### config.mk
export PLATFORM = sky130hd
export DESIGN_NAME = modexp_sequencer
export DESIGN_NICKNAME = d
export VERILOG_FILES = /design/src/rtl/modexp_sequencer.sv
export SDC_FILE = /design/constraint.sdc
export NUM_CORES = 1
export LEC_CHECK = 0
export BUFFER_PORTS_ARGS = -buffer_cell sky130_fd_sc_hd__buf_2
export CAP_MARGIN = 25
export CELL_PAD_IN_SITES_DETAIL_PLACEMENT = 0
export CELL_PAD_IN_SITES_GLOBAL_PLACEMENT = 1
export CORE_MARGIN = 2
export CORE_UTILIZATION = 40
export CTS_CLUSTER_SIZE = 30
export DETAILED_ROUTE_END_ITERATION = 10
export PLACE_DENSITY_LB_ADDON = 0.1
export SLEW_MARGIN = 20
export SYNTH_ARGS = -nofsm -noshare
export SYNTH_HDL_FRONTEND = slang
export SYNTH_SLANG_ARGS = --single-unit
### constraint.sdc
create_clock -name clk -period 4 [get_ports clk]
set_clock_uncertainty 0.2 [all_clocks]
set_input_delay 1.2 -clock clk [delete_from_list [all_inputs] [get_ports clk]]
set_output_delay 1.2 -clock clk [all_outputs]
set_load 0.01 [all_outputs]
### src/rtl/modexp_sequencer.sv
// Left-to-right square-and-multiply sequencer computing x^e mod n by driving an
// external 2N-wide combinational ALU, one multiply or modulo operation per clock.
module modexp_sequencer #(
    parameter int N = 6
) (
    input  logic           clk,
    input  logic           rst,
    input  logic           start,
    input  logic [N-1:0]   x,
    input  logic [N-1:0]   e,
    input  logic [N-1:0]   n,
    output logic           busy,
    output logic           done,
    output logic           err,
    output logic [N-1:0]   result,
    output logic [2*N-1:0] alu_a,
    output logic [2*N-1:0] alu_b,
    output logic [3:0]     alu_sel,
    input  logic [2*N-1:0] alu_out
);

    localparam int W  = 2 * N;
    localparam int IW = (N > 1) ? $clog2(N) : 1;
    localparam logic [3:0] OP_NONE = 4'b0000;
    localparam logic [3:0] OP_MUL  = 4'b0010;
    localparam logic [3:0] OP_MOD  = 4'b0100;

    typedef enum logic [2:0] {
        IDLE, REDUCE, SQ_MUL, SQ_MOD, MU_MUL, MU_MOD, FINISH
    } state_t;

    state_t        state, state_n;
    logic [N-1:0]  x_r, e_r, n_r, x_n, e_n, n_n;
    logic [N-1:0]  acc, acc_n, base, base_n;
    logic [W-1:0]  prod, prod_n;
    logic [IW-1:0] idx, idx_n;
    logic          busy_n, done_n, err_n;
    logic [N-1:0]  result_n;
    logic [W-1:0]  alu_a_n, alu_b_n;
    logic [3:0]    alu_sel_n;

    always_ff @(posedge clk) begin
        if (rst) begin
            state   <= IDLE;
            x_r     <= '0;
            e_r     <= '0;
            n_r     <= '0;
            acc     <= '0;
            base    <= '0;
            prod    <= '0;
            idx     <= '0;
            busy    <= 1'b0;
            done    <= 1'b0;
            err     <= 1'b0;
            result  <= '0;
            alu_a   <= '0;
            alu_b   <= '0;
            alu_sel <= OP_NONE;
        end else begin
            state   <= state_n;
            x_r     <= x_n;
            e_r     <= e_n;
            n_r     <= n_n;
            acc     <= acc_n;
            base    <= base_n;
            prod    <= prod_n;
            idx     <= idx_n;
            busy    <= busy_n;
            done    <= done_n;
            err     <= err_n;
            result  <= result_n;
            alu_a   <= alu_a_n;
            alu_b   <= alu_b_n;
            alu_sel <= alu_sel_n;
        end
    end

    always_comb begin
        state_n  = state;
        x_n      = x_r;
        e_n      = e_r;
        n_n      = n_r;
        acc_n    = acc;
        base_n   = base;
        prod_n   = prod;
        idx_n    = idx;
        err_n    = err;
        result_n = result;

        case (state)
            IDLE: begin
                if (start) begin
                    x_n      = x;
                    e_n      = e;
                    n_n      = n;
                    acc_n    = N'(1);
                    base_n   = '0;
                    prod_n   = '0;
                    idx_n    = IW'(N - 1);
                    result_n = '0;
                    err_n    = (n == '0);
                    state_n  = (n == '0) ? FINISH : REDUCE;
                end
            end
            REDUCE: begin
                base_n  = alu_out[N-1:0];
                state_n = SQ_MUL;
            end
            SQ_MUL: begin
                prod_n  = alu_out;
                state_n = SQ_MOD;
            end
            SQ_MOD: begin
                acc_n = alu_out[N-1:0];
                if (e_r[idx]) begin
                    state_n = MU_MUL;
                end else if (idx == '0) begin
                    state_n = FINISH;
                end else begin
                    idx_n   = idx - 1'b1;
                    state_n = SQ_MUL;
                end
            end
            MU_MUL: begin
                prod_n  = alu_out;
                state_n = MU_MOD;
            end
            MU_MOD: begin
                acc_n = alu_out[N-1:0];
                if (idx == '0) begin
                    state_n = FINISH;
                end else begin
                    idx_n   = idx - 1'b1;
                    state_n = SQ_MUL;
                end
            end
            FINISH:  state_n = IDLE;
            default: state_n = IDLE;
        endcase

        // Outputs are decoded from the next state so they are registered and stable for the whole op cycle.
        busy_n    = (state_n != IDLE);
        done_n    = (state_n == FINISH);
        alu_a_n   = '0;
        alu_b_n   = '0;
        alu_sel_n = OP_NONE;
        if (state_n == FINISH && state != FINISH) begin
            result_n = err_n ? '0 : acc_n;
        end

        case (state_n)
            REDUCE: begin
                alu_a_n   = W'(x_n);
                alu_b_n   = W'(n_n);
                alu_sel_n = OP_MOD;
            end
            SQ_MUL: begin
                alu_a_n   = W'(acc_n);
                alu_b_n   = W'(acc_n);
                alu_sel_n = OP_MUL;
            end
            SQ_MOD, MU_MOD: begin
                alu_a_n   = prod_n;
                alu_b_n   = W'(n_n);
                alu_sel_n = OP_MOD;
            end
            MU_MUL: begin
                alu_a_n   = W'(acc_n);
                alu_b_n   = W'(base_n);
                alu_sel_n = OP_MUL;
            end
            default: ;
        endcase
    end

endmodule

Yosys cells after proc, flatten, opt, wreduce, memory -nomap -nowiden
Cells that the tools add are included.
{"block": "totals", "in_bits": 33, "reg_bits": 85}
{"block": "classes", "reduce_logical": 16, "order_cmp": 1, "n_eq_ne": 14, "n_mux": 30, "add_sub_neg": 1}
{"operator": "6-bit 2-to-1 mux", "count": 10}
{"operator": "12-bit case mux with 3 select lines", "count": 1}
{"operator": "12-bit case mux with 2 select lines", "count": 1}
{"operator": "6-bit case mux with 2 select lines", "count": 2}
{"operator": "3-bit 2-to-1 mux", "count": 7}
{"operator": "3-bit case mux with 6 select lines", "count": 1}
{"operator": "6-bit case mux with 3 select lines", "count": 1}
{"operator": "3-bit == test, second input constant", "count": 5}
{"operator": "3-bit by 2-bit == test with 1-bit output, second input constant", "count": 4}
{"operator": "12-bit 2-to-1 mux", "count": 1}
{"operator": "3-bit case mux with 3 select lines", "count": 1}
{"operator": "2-bit OR reduction", "count": 4}
{"operator": "3-bit by 1-bit == test with 1-bit output, second input constant", "count": 2}
{"operator": "3-bit logical NOT", "count": 2}
{"operator": "6-bit logical NOT", "count": 1}
{"operator": "3-bit case mux with 2 select lines", "count": 1}
{"operator": "3-bit nonzero test", "count": 2}
{"operator": "3-bit by 4-bit < comparator with 1-bit output, second input constant", "count": 1}
{"operator": "2-bit inequality test, second input constant", "count": 2}
{"operator": "2-bit AND reduction", "count": 2}
{"operator": "2-bit nonzero test", "count": 2}
{"operator": "1-bit binary-select mux with 3-bit select", "count": 1}
{"operator": "1-bit 2-to-1 mux", "count": 3}
{"operator": "3-bit inequality test, second input constant", "count": 1}
{"operator": "other kinds (4)", "count": 4}

Depth between registers and ports, before layout
{"block": "logic_depth", "depth_word": 8, "depth_mapped": 10, "depth_no_buf": 8}

Worst setup path before layout
No wires, ideal clock.
{"block": "synth_path", "path_type": "input to register", "startpoint": "input n[2]", "endpoint": "register result[1]", "required_ps": 3683, "slack_ps": 911, "setup_time_ps": 117, "path_stages": 7, "arrival_time_ps": 2772, "path_buffers": 1, "cell_sequence": "nor4_4 and3_1 o31a_2 nor2_2 or4_1 buf_2 a32o_1"}
{"block": "synth_between", "elab_chain_cells": 8, "elab_cells_between_ends": 13, "classes_between": "1 x eq/ne; 7 x mux; 5 x reduce/logical"}
{"item": "from (decl)", "line": "11", "text": "input logic [N-1:0] n,"}
{"item": "6-bit logical NOT (*)", "line": "101, 102"}
{"item": "3-bit 2-to-1 mux", "line": "102", "text": "state_n = (n == '0) ? FINISH : REDUCE;"}
{"item": "3-bit 2-to-1 mux", "line": "92", "text": "if (start) begin"}
{"item": "3-bit case mux with 6 select lines", "line": "90", "text": "case (state)"}
{"item": "3-bit == test", "line": "147", "text": "if (state_n == FINISH && state != FINISH) begin"}
{"item": "1-bit logical AND", "line": "147"}
{"item": "2-bit nonzero test (no source line)"}
{"item": "2-bit AND reduction (no source line)"}
{"item": "to (signal assigned)", "line": "71", "text": "result <= result_n;"}
{"item": "to (decl)", "line": "15", "text": "output logic [N-1:0] result,"}
Mark *: on every way between the ends. The rest lies on a longest branch, timed or not.
A chain may end at the register's enable or synchronous reset.

Worst setup path in the final report
Ends and elaborated chain as after synthesis.

==> impl_summary.md <==
Status
The flow ran to the end, and the final reports show no timing, DRC or antenna violations.

Detailed routing
In the final routed layout, each cell accounts on average for 15.8 um. The remaining number of nets flagged by the antenna check after routing is 0. The via count is 2304.

The number of iterations in the first detailed-routing pass is 6. The ratio of routed vias to standard cells is 5.30. The detailed router finished its first iteration with 172 violations. The final wirelength is 6.87 mm. In the routed design, unresolved DRC markers number 0.

Die
In this run the count of I/O pins placed on the die edge is 70. The cell row count is 30. The initial utilization of the core area, before any placement, comes to 0.408.

The horizontal die dimension is 86.6 um. In this run the vertical extent of the chip is 86.6 um. After floorplanning, the core was sized to cover 6680 um^2.

The die area is 7500 um^2.

Critical path
The kind of capture point of the worst setup path is a register. The largest fanout on the critical path is 6. The worst setup path startpoint is n[2]. For this run, the slowest stage of the critical path takes 0.66 ns.

The startpoint identified for the worst register-to-register timing path is idx[0]. The slowest library cell on the worst path is sky130_fd_sc_hd__or4_1. STA puts the critical path data arrival time at 3.08 ns. The critical path is of the primary input to register type.

The signal on the critical path passes through buf_2, nor4_4, and3_1, o31a_2, nor2_2, or4_1, a32o_1. Counting both buffers and inverters, the worst setup path holds a total of 1. The destination of the critical timing path is result[1]. The startpoint kind of the worst setup timing path is a primary input. The cell family contributing the most delay on the critical path is simple AND/OR/NAND/NOR gates. The data required time of the critical path is 4.03 ns.

The count of cell instances traversed by the critical path is 7. The flop-to-flop setup slack is 1.39 ns. The endpoint of the most critical register-to-register path is result[1].

The count of cells along the worst register-to-register path is 6.

Synthesis
During synthesis, Yosys emitted a total of 0 warnings. Among all flip-flop cells after synthesis, the most frequent one is sky130_fd_sc_hd__dfxtp_1. The register bit count reported by yosys is 65. Counting every instance in the synthesized netlist gives 296.

The share of the synthesized area in compound gates (AO/OA/AOI/OAI) is 0.189. After synthesis, the share of cell area in mux cells is 0.0514. The number of synthesized flops with an enable pin is 0.

Of the synthesized area, sequential elements account for 0.477. Of the total synthesized cell area, the portion taken by XOR and XNOR cells is 0.00321. Of the total synthesized cell area, the portion taken by full adders, half adders and majority gates is 0.00917.

After synthesis, the mean cell area works out to 9.21 um^2. The mapped netlist covers 2730 um^2. The main combinational cell family by area after synthesis is simple AND/OR/NAND/NOR gates. The fraction of the mapped netlist area in simple logic gates is 0.198. Counting distinct cell types in the post-synthesis netlist gives 46.

The fraction of registers with async set/reset is 0.

Layout
Compared with the post-synthesis result, the final layout area differs by 18.7%. The count of placed standard cells in the final layout, fillers left out is 435. The core occupancy in the finished layout is 0.484. The share of final-layout standard cells stronger than drive strength 1 is 0.265. The number of antenna diodes in the final layout is 0. The final-stage net count is 385.

Hold path
The class of the tightest hold or removal check is register to register.

Pwr
The worst-case IR drop observed on VDD is 316 uV. The power after layout is 1.79 mW. The leakage power figure is 1.42 nW. Dividing total power by cell area gives a power density of 554 nW/um^2.

Timing
The post-layout minimum cycle time is 3.05 ns. Setup violations remaining at the end of the flow were counted as 0. Setup repair after global routing left no endpoint under its margin.

Of the available clock period, the critical path in the final layout requires 0.761. The peak clock frequency supported by timing is 0.328 GHz. The aggregate negative setup slack is 0 ns. The actual slew at the worst max-slew pin is 0.659 ns. The final count of hold timing violations is 0. The worst-case headroom to the max-slew limit is 0.558. Final hold analysis gives a worst-case slack of 0.257 ns.

The total count of max-transition violations in the final report came to 0.

Placement
The final weighted congestion of routability-driven global placement is 0.853. In this run the tool buffered the top-level ports with 61 buffer cells. The HPWL after detailed placement is 5.07 mm. The placed cell count is 419.

CTS
The total setup buffers inserted after CTS is 0. The hold buffer count at cts is 0. For the worst-skew pair, the clock arrives at the later sink with an insertion delay of 0.34 ns. CTS placed an instance of sky130_fd_sc_hd__clkbuf_8 at the clock tree root. Once the clock tree was built, the resizer swapped 0 gates to a different size. The total number of H-tree levels is 3. The clock sink count is 65. The number of buffers on the longest clock path is 2.

The clock buffer count from CTS is 9. The clock-pin transition on the worst setup and hold timing paths is 0.07 ns. The TritonCTS clock tree is done.

Global routing
The total routing resource utilization after global routing is 0.193. The first-pass GRT wire length is 11.1 mm. The final global-route overflow total is 0. The initial antenna violation count is 0. The pin count of the biggest net entering global routing is 30. The via count of the first global-routing pass is 2252.

Flow run
Max-cap violations in this run came to 0.
-- power breakdown --
group | switching, mW | leakage, nW | internal [mW]
clock | 0.268 | 0.100 | 0.293
sequential | 0.0425 | 0.529 | 0.717
combinational | 0.293 | 0.790 | 0.178
-- synth_stat cells (3+ instances only) --
cell type / instances / area (um^2)
sky130_fd_sc_hd__a32o_1: 5 / 50.1
sky130_fd_sc_hd__a222oi_1: 6 / 60.1
sky130_fd_sc_hd__o21ai_0: 4 / 20.0
sky130_fd_sc_hd__dfxtp_1: 65 / 1300
sky130_fd_sc_hd__a21oi_1: 16 / 80.1
sky130_fd_sc_hd__inv_1: 4 / 15.0
sky130_fd_sc_hd__nor2b_1: 7 / 43.8
sky130_fd_sc_hd__clkbuf_1: 14 / 52.6
sky130_fd_sc_hd__nand2_1: 21 / 78.8
sky130_fd_sc_hd__o22ai_1: 6 / 37.5
sky130_fd_sc_hd__nor2_1: 39 / 146
sky130_fd_sc_hd__and2_1: 3 / 18.8
sky130_fd_sc_hd__nor3_1: 15 / 75.1
sky130_fd_sc_hd__a31oi_1: 3 / 18.8
sky130_fd_sc_hd__o21a_1: 7 / 52.6
sky130_fd_sc_hd__mux2i_1: 14 / 140
sky130_fd_sc_hd__and3_1: 7 / 43.8
sky130_fd_sc_hd__a22oi_1: 12 / 90.1
sky130_fd_sc_hd__buf_4: 9 / 67.6
sky130_fd_sc_hd__buf_2: 6 / 30.0
sky130_fd_sc_hd__a22o_1: 5 / 43.8
-- routing by layer --
metal  wire length, um  global-route usage
met1              3200               0.240
met2              3170               0.317
met3               324              0.0467
met4               174              0.0881
met5                 0                   0
-- per-stage QoR --
step           area (um^2)  setup slack [ns]
3_3_place_gp          3040             0.629
2_1_floorplan         2750             0.911
4_1_cts               3240             0.954
5_1_grt               3240             0.848
3_5_place_dp          3040             0.608
6_report              3240             0.955
-- layout make-up --
| cell class | instances | area, um^2 |
|---|---|---|
| tap | 80 | 100 |
| clock buffer | 9 | 124 |
| clock inverter | 7 | 77.6 |
| timing repair buffer | 68 | 358 |
| multi-input combinational | 202 | 1260 |
| sequential | 65 | 1300 |
| inverter | 4 | 15.0 |
| fill | 672 | 3440 |
-- how the worst min path moves through the flow --
stage	start	depth (start not counted)	slack, ns	end
2_1_floorplan	e_r[5]	2	0.23	e_r[5]
3_3_place_gp	e_r[2]	2	0.24	e_r[2]
3_5_place_dp	e_r[3]	2	0.25	e_r[3]
4_1_cts	e_r[0]	2	0.26	e_r[0]
5_1_grt	e_r[3]	2	0.28	e_r[3]
6_report	e_r[3]	2	0.26	e_r[3]
-- state kept, by name, summed over array words and instances (netlist names) --
signal,count
acc,6
alu_a,12
alu_b,6
alu_sel,2
base,6
busy,1
done,1
e_r,6
err,1
idx,3
n_r,6
prod,6
result,6
state,3
-- cells in the final DEF, fill, tap and decap left out, types with 2 or more instances in the layout --
cell and n:
sky130_fd_sc_hd__a21oi_1 16, sky130_fd_sc_hd__a222oi_1 6, sky130_fd_sc_hd__a22o_1 5, sky130_fd_sc_hd__a22oi_1 12, sky130_fd_sc_hd__a31oi_1 3, sky130_fd_sc_hd__a32o_1 5
sky130_fd_sc_hd__and2_1 3, sky130_fd_sc_hd__and3_1 7, sky130_fd_sc_hd__buf_2 61, sky130_fd_sc_hd__buf_4 7, sky130_fd_sc_hd__clkbuf_8 9, sky130_fd_sc_hd__clkinv_4 2
sky130_fd_sc_hd__conb_1 8, sky130_fd_sc_hd__dfxtp_1 65, sky130_fd_sc_hd__ha_1 2, sky130_fd_sc_hd__inv_1 4, sky130_fd_sc_hd__inv_6 2, sky130_fd_sc_hd__mux2i_1 14
sky130_fd_sc_hd__nand2_1 21, sky130_fd_sc_hd__nor2_1 39, sky130_fd_sc_hd__nor2_2 2, sky130_fd_sc_hd__nor2b_1 7, sky130_fd_sc_hd__nor3_1 15, sky130_fd_sc_hd__o21a_1 7
sky130_fd_sc_hd__o21ai_0 4, sky130_fd_sc_hd__o22ai_1 6
-- worst reg2reg max path, cell delays in order (launching register included) --
cell and delay (ns):
sky130_fd_sc_hd__dfxtp_1 0.49, sky130_fd_sc_hd__mux2i_1 0.33, sky130_fd_sc_hd__o22ai_2 0.16, sky130_fd_sc_hd__nor3b_2 0.25
sky130_fd_sc_hd__nor2_2 0.10, sky130_fd_sc_hd__or4_1 0.66, sky130_fd_sc_hd__a32o_1 0.31
-- cells by family after synthesis --
group / after synthesis
AND/OR/NAND/NOR: 107
AO/OA/AOI/OAI: 70
flip-flops: 65
buffers and inverters: 36
multiplexers: 14
adder cells (fa/ha/maj): 2
other: 1
XOR/XNOR: 1
Power figures use the tool's default switching activity.
